`config.mk`:
```
export PLATFORM = sky130hd
export DESIGN_NAME = channel_combiner
export DESIGN_NICKNAME = d
export VERILOG_FILES = /design/src/rtl/channel_combiner.sv
export SDC_FILE = /design/constraint.sdc
export NUM_CORES = 1
export LEC_CHECK = 0
export BUFFER_PORTS_ARGS = -buffer_cell sky130_fd_sc_hd__buf_2
export CAP_MARGIN = 40
export CORE_ASPECT_RATIO = 0.5
export CORE_MARGIN = 3
export CORE_UTILIZATION = 54
export DETAILED_ROUTE_END_ITERATION = 12
export GPL_ROUTABILITY_DRIVEN = 1
export HOLD_SLACK_MARGIN = 0.05
export PLACE_DENSITY = 0.76
export SYNTH_ARGS = -nofsm -noshare
export SYNTH_HDL_FRONTEND = slang
export SYNTH_SLANG_ARGS = --single-unit
export TNS_END_PERCENT = 1
```
`constraint.sdc`:
```
create_clock -name clock -period 4.72 [get_ports clock]
set_input_delay 0.472 -clock clock [delete_from_list [all_inputs] [get_ports clock]]
set_output_delay 0.472 -clock clock [all_outputs]
set_load 0.01 [all_outputs]
```
`src/rtl/channel_combiner.sv`:
```
// Aligns the R/G/B dot products in per-channel FIFOs, then sums them with a bias, applies ReLU and requantizes to one pixel.
// Optional build macro ROUND_NEAREST_EN adds round-half-up before the requantizing shift.
module channel_combiner #(
   parameter int inWidth   = 32,
   parameter int outWidth  = 8,
   parameter int fifoDepth = 4,
   parameter int shift     = 8
) (
   input  logic                clock,
   input  logic                reset,
   input  logic [inWidth-1:0]  R_dotproduct,
   input  logic                R_ready,
   input  logic [inWidth-1:0]  G_dotproduct,
   input  logic                G_ready,
   input  logic [inWidth-1:0]  B_dotproduct,
   input  logic                B_ready,
   input  logic [inWidth-1:0]  bias,
   output logic [outWidth-1:0] pixel_out,
   output logic                pixel_valid,
   input  logic                pixel_accept,
   output logic                overflow,
   output logic [15:0]         pixel_count
);

   localparam int AW    = $clog2(fifoDepth);
   localparam int SUM_W = inWidth + 2;
   localparam logic [SUM_W-1:0] MAXV = {{(SUM_W-outWidth){1'b0}}, {outWidth{1'b1}}};
`ifdef ROUND_NEAREST_EN
   localparam logic [SUM_W-1:0] RND = SUM_W'(1) << (shift - 1);
`endif

   function automatic logic [SUM_W-1:0] relu_shift(input logic signed [SUM_W-1:0] s);
      logic [SUM_W-1:0] m;
      m = s[SUM_W-1] ? '0 : $unsigned(s);
`ifdef ROUND_NEAREST_EN
      m = m + RND;
`endif
      return m >> shift;
   endfunction

   function automatic logic [outWidth-1:0] saturate(input logic [SUM_W-1:0] v);
      return (v > MAXV) ? '1 : v[outWidth-1:0];
   endfunction

   logic [inWidth-1:0]      din [3];
   logic                    rdy [3];
   logic [inWidth-1:0]      mem [3][fifoDepth];
   logic [AW:0]             wr_ptr [3];
   logic [AW:0]             rd_ptr [3];
   logic [inWidth-1:0]      head [3];
   logic                    empty [3];
   logic                    full [3];
   logic                    wr_en [3];
   logic                    pop, ld_p1, ld_p2;
   logic                    vld_p1, vld_p2;
   logic signed [SUM_W-1:0] sum_p1;

   assign din[0] = R_dotproduct;
   assign din[1] = G_dotproduct;
   assign din[2] = B_dotproduct;
   assign rdy[0] = R_ready;
   assign rdy[1] = G_ready;
   assign rdy[2] = B_ready;

   always_comb begin
      for (int c = 0; c < 3; c++) begin
         head[c]  = mem[c][rd_ptr[c][AW-1:0]];
         empty[c] = (wr_ptr[c] == rd_ptr[c]);
         full[c]  = (wr_ptr[c][AW] != rd_ptr[c][AW]) &&
                    (wr_ptr[c][AW-1:0] == rd_ptr[c][AW-1:0]);
      end
   end

   // A full stage can still load if everything downstream moves this edge.
   assign ld_p2 = ~vld_p2 | pixel_accept;
   assign ld_p1 = ~vld_p1 | ld_p2;
   assign pop   = ~empty[0] & ~empty[1] & ~empty[2] & ld_p1;

   always_comb begin
      for (int c = 0; c < 3; c++) begin
         wr_en[c] = rdy[c] & (~full[c] | pop);
      end
   end

   always_ff @(posedge clock) begin
      if (reset) begin
         for (int c = 0; c < 3; c++) begin
            wr_ptr[c] <= '0;
            rd_ptr[c] <= '0;
         end
         vld_p1      <= 1'b0;
         vld_p2      <= 1'b0;
         overflow    <= 1'b0;
         pixel_count <= '0;
      end else begin
         for (int c = 0; c < 3; c++) begin
            if (wr_en[c]) wr_ptr[c] <= wr_ptr[c] + (AW+1)'(1);
            if (pop)      rd_ptr[c] <= rd_ptr[c] + (AW+1)'(1);
            if (rdy[c] && !wr_en[c]) overflow <= 1'b1;
         end
         if (ld_p1) vld_p1 <= pop;
         if (ld_p2) vld_p2 <= vld_p1;
         if (vld_p2 && pixel_accept) pixel_count <= pixel_count + 16'd1;
      end
   end

   assign pixel_valid = vld_p2;

   always_ff @(posedge clock) begin
      for (int c = 0; c < 3; c++) begin
         if (wr_en[c]) mem[c][wr_ptr[c][AW-1:0]] <= din[c];
      end
      // Stage 1: aligned triple plus bias, two guard bits so nothing wraps.
      if (ld_p1 && pop) begin
         sum_p1 <= $signed({{2{head[0][inWidth-1]}}, head[0]}) +
                   $signed({{2{head[1][inWidth-1]}}, head[1]}) +
                   $signed({{2{head[2][inWidth-1]}}, head[2]}) +
                   $signed({{2{bias[inWidth-1]}}, bias});
      end
   end

   // Stage 2: ReLU, requantize, saturate.
   always_ff @(posedge clock) begin
      if (reset) begin
         pixel_out <= '0;
      end else if (ld_p2 && vld_p1) begin
         pixel_out <= saturate(relu_shift(sum_p1));
      end
   end

endmodule

```
# [Yosys cells after proc, flatten, opt, wreduce, memory -nomap -nowiden]
# Memories as Yosys holds them, arrays and structs flattened.
# Index checks and enable logic that the tools add are counted.
[totals] ramBits=402 mem_count=3 elab_cells=128 reg_bits=61 output_inout_bits=26
[op_classes] mux=43 bitwise_logic=31 n_addsub=10 magnitude_cmp=10 eq_ne=9 reduce_logical=16
[memory_table] name="mem" depth=3 width=128 read_ports=3 rd_clocked_by_memory_dff=0 wr=3 line="47" source="logic [inWidth-1:0] mem [3][fifoDepth];"
[memory_table] name="rd_ptr" depth=3 width=3 read_ports=3 rd_clocked_by_memory_dff=0 wr=3 line="49" source="logic [AW:0] rd_ptr [3];"
[memory_table] name="wr_ptr" depth=3 width=3 read_ports=3 rd_clocked_by_memory_dff=0 wr=3 line="48" source="logic [AW:0] wr_ptr [3];"
[op_table] op="128-bit two-way mux" count=3
[op_table] op="32-bit two-way mux" count=9
[op_table] op="32-bit binary-select mux with 2-bit select" count=3
[op_table] op="32-bit demux with 2-bit select" count=3
[op_table] op="33-bit by 32-bit adder with 34-bit output" count=1
[op_table] op="34-bit by 32-bit adder with 34-bit output" count=1
[op_table] op="32-bit by 32-bit adder with 33-bit output" count=1
[op_table] op="33-bit two-way mux" count=1
[op_table] op="25-bit by 8-bit > comparator with 1-bit output (second input constant)" count=1
[op_table] op="3-bit by 1-bit adder with 3-bit output (second input constant)" count=6
[op_table] op="3-bit greater-or-equal comparator (second input constant)" count=6
[op_table] op="3-bit two-way mux" count=6
[op_table] op="2-bit inverter with 3-bit output" count=6
[op_table] op="1-bit two-way mux" count=17
[op_table] op="16-bit by 1-bit adder with 16-bit output (second input constant)" count=1
[op_table] op="1-bit logical AND" count=12
[op_table] op="1-bit OR" count=11
[op_table] op="3-bit equality test" count=3
[op_table] op="3-bit by 1-bit < comparator with 1-bit output (second input constant)" count=3
[op_table] op="8-bit two-way mux" count=1
[op_table] op="1-bit inverter" count=8
[op_table] op="1-bit bitwise AND" count=6
[op_table] op="2-bit equality test" count=3
[op_table] op="1-bit logical NOT" count=3
[op_table] op="other kinds (2)" count=4

# [Logic depth before layout (Yosys ltp)]
# Gate-level depths: netlist of the first run.
[logic_depth] ltp_word=12 ltp_mapped=16

# [Worst setup path before layout of the first run]
# OpenSTA, ideal clock, no wires.
[synth_path] path_type="reg2reg" startpoint="memory rd_ptr[0][6] (netlist bit)" endpoint="register sum_p1[29], data pin" slack_ns=-0.254 required_ns=4.459 synth_period_minus_slack_ns=4.974 t_arrival_ns=4.713 stages_incl_launch_ff=16 path_buffers=3 setup_ns=0.261 cell_sequence="edfxtp_1 -> clkbuf_1 -> buf_1 -> mux4_2 -> inv_1 -> fa_1 -> fa_1 -> inv_1 -> ha_1 -> clkbuf_1 -> nand4_1 -> or3_1 -> o22ai_2 -> nand4_2 -> and2_4 -> o311a_1"
[synth_lines] element="from (decl)" line="49"
[synth_lines] element="to (signal assigned)" line="115" source="sum_p1 <= $signed({{2{head[0][inWidth-1]}}, head[0]}) +"
[synth_lines] element="to (decl)" line="56" source="logic signed [SUM_W-1:0] sum_p1;"

==> reports/qor.yml, run 1 <==
setup_path:
  crit_type: "flop to flop"
  cp-start-kind: "flop"
  critPathMaxFanout: 7
  endpoint_kind: "flop"
  cpPeakStageDelay_ns: 0.52
  cp_slowest_cell: "mux4_2"
  crit_chain: "buf_4 > mux4_2 > inv_1 > fa_1 > inv_1 > fa_1 > ha_1 > nand2_1 > o21ai_0 > nor2_1 > o41a_2 > o31ai_4 > a41oi_1 > xnor2_1"
  crit_arrival_ns: 4.82
  critPathRequiredTime_ns: 5.00
  reg2reg_slack_ns: 0.18
floorplan:
  die_area_sq_um: 40600
  die-width_um: 282
  boundaryPins: 160
  rows: 49
  chipHeight_um: 144
  core_sq_um: 36700
  start_util_pct: 55.9
sta:
  max_freq_mhz: 220
  worstMarginPinSlew_ns: 0.841
  slew-limit-headroom_pct: 44.0
  layout_min_cycle_time_ns: 4.54
  finalWorstSetupSlack_ns: 0.177
  hold_violations: 0
  slew_viol_final: 0
  fin_crit_sh_pct: 96.2
  finalClockSkew_ns: 0.0299
  setup_violations: 0
  rsz0062_at_grt: "true"
cells_and_area:
  num-fill-cells: 2553
  final_cell_mix: "edfxtp_1 (428), inv_1 (192), buf_2 (159)"
  fin_area_sq_um: 23500
  drive_above_1_share_pct: 24.3
  final_common_cell: "edfxtp_1"
  area_growth_pct: 14.2
  layout.nets: 1732
  instances_no_fill: 2004
  fin_util_pct: 63.9
logic_synthesis:
  syn_nets: 1518
  synthDistinctLibCells: 55
  async_flop_share_pct: 0
  syn_area_per_cell_sq_um: 16.1
  yosys.area_share.adder_pct: 9.10
  yosys_warnings: 0
  synth_ff_type: "edfxtp_1"
  postSynthCellCount: 1273
  synth_top_cell_by_area: "edfxtp_1"
  synth_xor_area_share_pct: 2.17
  ys_top_cells_by_area: "edfxtp_1 (63%), mux4_2 (11%), fa_1 (6.2%), inv_1 (3.5%), ha_1 (2.9%)"
  synth_area_sq_um: 20500
  synth_top_family_by_area: "multiplexers"
  yosysTopAreaCellShare_pct: 62.6
  ys_ff_latch: 455
  synth_compound_gate_area_share_pct: 3.95
  synthSimpleGateAreaFrac_pct: 4.82
  seq_area_frac_synth_pct: 65.2
  synthMuxAreaShare_pct: 10.5
  synth_edf_count: 428
global_route:
  globalRouteTotalUtil_pct: 23.6
  grt_max_degree: 36
  overflow: 0
  grt_pass1_vias: 12049
  grt_pass1_wl_um: 70600
  antenna_found_initial: 5
clock_tree:
  hold_buffers: 0
  cts.sinks: 455
  clockBufferDepth: 3
  cts_tree: "built"
  clkLatencyLatePin_ns: 0.55
  cts-root-buf: "clkbuf_16"
  cts_htree_levels: 2
  numCtsBuffers: 40
  clkTransAtPathRegs_ns: 0.07
drt:
  vias: 11483
  ant_nets: 0
  drt-initial-drc-count: 815
  drc_errors: 0
  vias_per_cell: 5.73
  detail_route.wl_per_cell_um: 23.2
  wl_um: 46500
  drt_pass1_iterations: 5
place:
  placed_area_sq_um: 22300
  port_buffers: 159
  pre_cts_ws_ns: 0.197
  place_congestion: 0.922
  placed_cells: 1928
  dp_hpwl_um: 33100
job:
  maxCapViolCount: 0
worst_hold_path:
  hold_class: "input port to flop"
run_status:
  status: "complete, no violations"
## layer usage
| metal | vias up | track usage, % | part of all wire (%) |
|---|---|---|---|
| met1 | 5866 | 32.5 | 42 |
| met4 | 4 | 4.80 | 1.5 |
| li1 | 5099 | - | - |
| met5 | - | 0 | 0.045 |
| met3 | 57 | 5.70 | 8.2 |
| met2 | 457 | 39.0 | 48 |
## area by class of cell
type / instances / area, sq um / area share, %
clock inverter: 22 / 150 / 0.640
sequential: 455 / 13400 / 57.1
antenna: 3 / 7.51 / 0.0320
tap: 484 / 606 / 2.58
clock buffer: 50 / 1040 / 4.43
multi-input combinational: 588 / 6280 / 26.8
inverter: 192 / 721 / 3.07
timing repair buffer: 210 / 1260 / 5.38
## registers in the layout (all words and copies together) (netlist names)
name         flops
mem            384
overflow         1
pixel_count     16
pixel_out        8
pixel_valid      1
rd_ptr           9
sum_p1          26
vld_p1           1
wr_ptr           9
## timing repair
| action | in CTS | in global routing |
|---|---|---|
| setup endpoints to repair | 0 | 4 |
| buffers inserted | 0 | 0 |
| gates resized for setup | 0 | 2 |
## metrics by stage
step | hold WS [ns] | TNS [ns]
finish | 0.133 | 0
global route | 0.122 | -0.00346
CTS | 0.116 | 0
detailed placement | 0.468 | 0
global placement | 0.465 | 0
floorplan | 0.455 | 0
## cells in the mapped netlist, types with 6 or more instances
master and count:
a211oi_1 10, a21o_1 7, a21oi_1 46, a31oi_1 8, and2_1 13, and3_1 13, buf_1 8, clkbuf_1 26
dfxtp_1 27, edfxtp_1 428, fa_1 64, ha_1 47, inv_1 192, mux4_2 96, nand2_1 57, nand2b_1 10
nand3_1 17, nand4_1 7, nor2_1 53, nor2b_1 7, nor3_1 6, o21ai_0 25, xnor2_1 31, xor2_1 20
## worst paths after layout
path                         start          end  depth (start not counted)
setup / recovery      rd_ptr[0][6]   sum_p1[33]                         14
hold / removal    B_dotproduct[17]  mem[0][273]                          1
setup reg to reg      rd_ptr[0][6]   sum_p1[33]                         14
hold reg to reg           overflow     overflow                          2
## kinds of logic (layout without fill, tap and decap cells)
group           after synthesis  count (layout)
fa+ha+maj                   111             111
buf+inv                     230             474
flops                       455             455
xor+xnor                     51              51
mux                          96              96
compound gates              126             126
other cells                   0               3
simple gates                204             204
## critical path: cells and delay by family (launching register included)
kind                     cells  cell delay [ns]
flip-flops                   1             0.43
adder cells (fa/ha/maj)      3             1.23
AO/OA/AOI/OAI                4             1.30
buffers and inverters        3             0.45
AND/OR/NAND/NOR              2             0.18
XOR/XNOR                     1             0.16
multiplexers                 1             0.52
Power of run 1 is left out: the tool's default activity adds up to more than one toggle a clock period on the data nets, which glitch-free logic cannot reach.
==> run 2, diff against run 1 <==
Settings changed: CELL_PAD_IN_SITES_DETAIL_PLACEMENT set to 0, CELL_PAD_IN_SITES_GLOBAL_PLACEMENT set to 2, CORE_ASPECT_RATIO 0.5 to 1.2, CORE_UTILIZATION 54 to 40, PLACE_DENSITY 0.76 to unset, PLACE_DENSITY_LB_ADDON set to 0.1.
==> run 2 against run 1 <==
- global-route usage shrank 5.3 points
- die area grew 33%
- sequential share of layout area fell by 1.5 points
- largest cell class unchanged
- via count decreased by 4.8%
- register-to-register slack hardly changed
- wire length grew 4.6%
- highest routed layer unchanged
- non-clock buffer count is the same
- core utilization fell by 16 points
- final cell count increased by 8.7%
==> reports/qor.yml, run 2 (same netlist as run 1, synthesis figures left out) <==
cells_and_area:
  fin_util_pct: 47.6  # -16 points
  final_cell_mix: "edfxtp_1 (428), inv_1 (192), buf_2 (159)"
  multi_input_area_sq_um: 6290  # +0.26%
  seqCellArea_sq_um: 13400  # unchanged
  area_growth_pct: 17.2
  instances_no_fill: 2179  # +8.7%
  num-fill-cells: 4403  # +72%
  largest_reg_flops: 384  # unchanged
  n_antenna_cell: 0  # -3
  layout.nets: 1740  # +0.46%
  drive_above_1_share_pct: 25.7  # +1.4 points
  final_common_cell: "edfxtp_1"
floorplan:
  core_sq_um: 50600  # +38%
  start_util_pct: 40.6  # -15 points
  rows: 90  # +84%
  chipHeight_um: 254  # +77%
  die_area_sq_um: 54100  # +33%
  boundaryPins: 160  # unchanged
  die-width_um: 213  # -24%
setup_path:
  reg2reg_depth: 15  # +1
  cp-start-kind: "flop"
  reg2reg_slack_ns: 0.18  # about the same
  crit_type: "flop to flop"
  r2r_start: "rd_ptr[0][6]"
  timing.rr.end: "sum_p1[26]"
  cp-startpoint: "rd_ptr[0][6]"
  cp-endpoint: "sum_p1[26]"
  crit_arrival_ns: 4.87  # +0.05 ns
  critPathRequiredTime_ns: 5.06  # +0.06 ns
  critPathMaxFanout: 11  # +4
  endpoint_kind: "flop"
sta:
  slew_viol_final: 0  # unchanged
  finalClockSkew_ns: 0.0268  # -0.00316 ns
  tns_ns: 0  # unchanged
  layout_min_cycle_time_ns: 4.54  # -0.00690 ns
  max_freq_mhz: 220  # +0.15%
  fin_crit_sh_pct: 96.1  # -0.15 points
  slew-limit-headroom_pct: 47.0  # +3.0 points
  hold_violations: 0  # unchanged
  rsz0062_at_grt: "false"
  worstMarginPinSlew_ns: 0.790  # -0.0502 ns
  setup_violations: 0  # unchanged
global_route:
  globalRouteTotalUtil_pct: 18.3  # -5.3 points
  antenna_found_initial: 4  # -1
  grt_pass1_vias: 11618  # -3.6%
  overflow: 0  # unchanged
  grt_pass1_wl_um: 72300  # +2.4%
  grt_max_degree: 35  # -2.8%
drt:
  vias_per_cell: 5.02  # -12%
  drt_pass1_iterations: 5  # unchanged
  wl_um: 48600  # +4.6%
  vias: 10936  # -4.8%
  drt-initial-drc-count: 565  # -31%
  drc_errors: 0  # unchanged
  detail_route.wl_per_cell_um: 22.3  # -3.8%
  ant_nets: 0  # unchanged
job:
  maxCapViolCount: 0  # unchanged
clock_tree:
  clkTransAtPathRegs_ns: 0.06  # about the same
  numCtsBuffers: 48  # +20%
  cts_htree_levels: 2  # unchanged
  cts-root-buf: "clkbuf_16"
  clkLatencyLatePin_ns: 0.60  # +0.05 ns
  cts.sinks: 455  # unchanged
  cts_tree: "built"
  clockBufferDepth: 3  # unchanged
place:
  dp_hpwl_um: 35000  # +5.8%
  port_buffers: 159  # unchanged
  place_congestion: 0.836  # -9.4%
  placed_cells: 2087  # +8.2%
worst_hold_path:
  hold_class: "input port to flop"
run_status:
  status: "complete, no violations"
## run 2: cell types whose count changed in the layout (fill, tap and decap cells not counted), sizes merged
cell and delta:
inv +1, clkinv +3, diode -3, clkbuf +6, clkinvlp +5, bufinv +3
## run 2: layout make-up
class / count / area share [%]
Clock inverter: 34 / 1.28
Timing Repair Buffer: 210 / 5.54
Sequential cell: 455 / 55.6
Tap cell: 644 / 3.35
Clock buffer: 56 / 5.11
Inverter: 192 / 2.99
Multi-Input combinational cell: 588 / 26.1
## run 2: layer usage
layer / part of all wire (%) / routed length, um / track usage (%)
met1: 41 / 20000 / 23.0
met2: 52 / 25300 / 32.3
met3: 3.9 / 1920 / 3.30
met4: 2.9 / 1390 / 5.74
met5: 0.10 / 50 / 0
## run 2: how the worst min path moves through the flow
| stage | cells past startpoint | endpoint | startpoint | slack, ns |
|---|---|---|---|---|
| 2_1_floorplan | 2 | pixel_valid | vld_p1 | 0.45 |
| 3_3_place_gp | 2 | overflow | overflow | 0.46 |
| 3_5_place_dp | 2 | overflow | overflow | 0.48 |
| 4_1_cts | 1 | mem[0][135] | G_dotproduct[7] | 0.06 |
| 5_1_grt | 1 | mem[0][163] | G_dotproduct[3] | 0.06 |
| 6_report | 1 | mem[0][122] | R_dotproduct[26] | 0.09 |
## run 2: through the flow
stage / worst slack (ns) / hold slack [ns] / area, sq um
after floorplan: 0.00324 / 0.455 / 20600
after CTS: 0.0370 / 0.0568 / 24000
final: 0.184 / 0.0898 / 24100
after global placement: 0.0737 / 0.462 / 22500
after detailed placement: 0.0623 / 0.476 / 22500
after global routing: 0.0115 / 0.0604 / 24100
## run 2: worst max-delay path, stage by stage, from the launching register on
cell and delay (ns):
edfxtp_1 0.41, buf_4 0.15, clkbuf_16 0.18, mux4_2 0.51, inv_1 0.18, fa_1 0.49, fa_1 0.55, inv_1 0.05
ha_1 0.36, a21oi_1 0.20, o21ai_0 0.13, nor2_1 0.20, nand3_1 0.11, a221o_1 0.41, a31oi_1 0.24, xnor2_1 0.09
## run 2: timing repair
action	4_1_cts	5_1_grt
setup endpoints to repair	0	5
hold buffers	0	0
gates resized for setup	0	2
hold endpoints to repair	0	0
setup buffers	0	1
Power of run 2 is left out for the same reason.
==> run 3, diff against run 2 <==
Settings changed: CELL_PAD_IN_SITES_DETAIL_PLACEMENT 0 to 1, CELL_PAD_IN_SITES_GLOBAL_PLACEMENT 2 to 1, CORE_UTILIZATION 40 to 25, GPL_TIMING_DRIVEN set to 0.
==> run 3 against run 2 <==
- final cell count grew 22%
- sequential share of layout area shrank 3.2 points
- critical path depth stayed put
- clock skew decreased by 0.0044 ns
- global-route usage fell by 4.1 points
- worst hold slack improved by 0.0088 ns
==> reports/qor.yml, run 3 (same netlist as run 1, synthesis figures left out) <==
floorplan:
  chipHeight_um: 320  # +26%
  die-width_um: 268  # +26%
  rows: 114  # +27%
  core_sq_um: 81000  # +60%
  boundaryPins: 160  # unchanged
  start_util_pct: 25.4  # -15 points
  die_area_sq_um: 85700  # +58%
drt:
  drt_pass1_iterations: 4  # -1
  wl_um: 59800  # +23%
  vias_per_cell: 4.29  # -15%
  vias: 11358  # +3.9%
  drt-initial-drc-count: 516  # -8.7%
  detail_route.wl_per_cell_um: 22.6  # +1.1%
  ant_nets: 0  # unchanged
  drc_errors: 0  # unchanged
worst_hold_path:
  worst_hold_path.num_cells: 1  # unchanged
  hold_class: "input port to flop"
sta:
  finalWorstSetupSlack_ns: 0.0999  # -0.0842 ns
  rsz0062_at_grt: "true"
  setup_violations: 0  # unchanged
  hold_slack_ns: 0.0986  # +0.00882 ns
  slew_viol_final: 0  # unchanged
  finalClockSkew_ns: 0.0224  # -0.00436 ns
  slew-limit-headroom_pct: 49.1  # +2.1 points
  fin_crit_sh_pct: 97.9  # +1.8 points
  hold_violations: 0  # unchanged
  worstMarginPinSlew_ns: 0.759  # -0.0312 ns
  max_freq_mhz: 216  # -1.8%
  layout_min_cycle_time_ns: 4.62  # +0.0842 ns
  tns_ns: 0  # unchanged
setup_path:
  reg2reg_slack_ns: 0.1  # -0.08 ns
  reg2reg_depth: 15  # unchanged
  cp-start-kind: "flop"
  crit_chain: "clkbuf_16 > buf_12 > mux4_2 > inv_1 > fa_1 > fa_1 > inv_1 > ha_1 > and3b_2 > a21oi_1 > a2111o_1 > o22ai_4 > nand4_4 > and2_4 > o311a_1"
  cp_slowest_cell: "mux4_2"
  critPathRequiredTime_ns: 5.05  # about the same
  crit_type: "flop to flop"
  endpoint_kind: "flop"
  critPathMaxFanout: 10  # -1
  crit_arrival_ns: 4.95  # +0.08 ns
  cpPeakStageDelay_ns: 0.55  # about the same
cells_and_area:
  drive_above_1_share_pct: 26.6  # +0.87 points
  fin_util_pct: 31.6  # -16 points
  largest_reg_flops: 384  # unchanged
  seqCellArea_sq_um: 13400  # unchanged
  final_common_cell: "edfxtp_1"
  multi_input_area_sq_um: 6470  # +2.9%
  num-fill-cells: 8472  # +92%
  layout.nets: 1808  # +3.9%
  final_cell_mix: "edfxtp_1 (428), inv_1 (187), buf_2 (163)"
  area_growth_pct: 24.5
clock_tree:
  clockBufferDepth: 3  # unchanged
  clkLatencyLatePin_ns: 0.60  # about the same
  numCtsBuffers: 53  # +10%
  cts_htree_levels: 2  # unchanged
  cts.sinks: 455  # unchanged
  cts_tree: "built"
  cts-root-buf: "clkbuf_16"
  clkTransAtPathRegs_ns: 0.06  # about the same
place:
  place_congestion: 0.743  # -11%
  pre_cts_ws_ns: -1.19  # -1.25 ns
  port_buffers: 159  # unchanged
  dp_hpwl_um: 45100  # +29%
global_route:
  overflow: 0  # unchanged
  grt_pass1_vias: 12998  # +12%
  grt_pass1_wl_um: 88000  # +22%
  antenna_found_initial: 5  # +1
  grt_max_degree: 26  # -26%
  globalRouteTotalUtil_pct: 14.2  # -4.1 points
run_status:
  status: "complete, no violations"
job:
  maxCapViolCount: 0  # unchanged
==> run 3: stage by stage <==
| stage | area (sq um) | cells |
|---|---|---|
| 2_1_floorplan | 20600 | 1273 |
| 3_3_place_gp | 22700 | 2476 |
| 3_5_place_dp | 23100 | 2499 |
| 4_1_cts | 25400 | 2643 |
| 5_1_grt | 25600 | 2649 |
| 6_report | 25600 | 2650 |
==> run 3: area by class of cell <==
type / instances / share of cell area, %
timing repair buffer: 243 / 7.00
clock buffer: 66 / 5.38
buffer: 30 / 0.934
multi-input combinational: 588 / 25.3
tap: 1044 / 5.11
inverter: 192 / 2.86
clock inverter: 31 / 1.05
antenna: 1 / 0.00978
sequential: 455 / 52.4
==> run 3: worst paths after layout <==
check              startpoint     endpoint
max              rd_ptr[0][3]   sum_p1[29]
min          B_dotproduct[12]  mem[0][364]
max reg2reg      rd_ptr[0][3]   sum_p1[29]
min reg2reg          overflow     overflow
==> run 3: metal layers <==
metal	share of wire, %	wire (um)	vias to the layer above	global-route usage (%)
met2	54	32200	173	26.5
met3	3.1	1860	86	2.17
li1	-	-	5246	-
met4	3.2	1920	2	4.66
met1	40	23800	5851	16.5
met5	0.028	17	-	0
==> run 3: what timing repair did <==
action                     CTS  global route
setup endpoints to repair   26            12
hold buffers                51             0
pin swaps                    5             8
gates resized for setup     60            23
buffers inserted             4             6
hold endpoints to repair   203             0
==> run 3: critical path, delay by kind of cell, from the launching register on <==
| kind | cells | cell delay, ns |
|---|---|---|
| mux | 1 | 0.55 |
| compound gates | 4 | 1.09 |
| flops | 1 | 0.39 |
| fa+ha+maj | 3 | 1.25 |
| simple gates | 3 | 0.54 |
| buf+inv | 4 | 0.51 |
Power of run 3 is left out for the same reason.
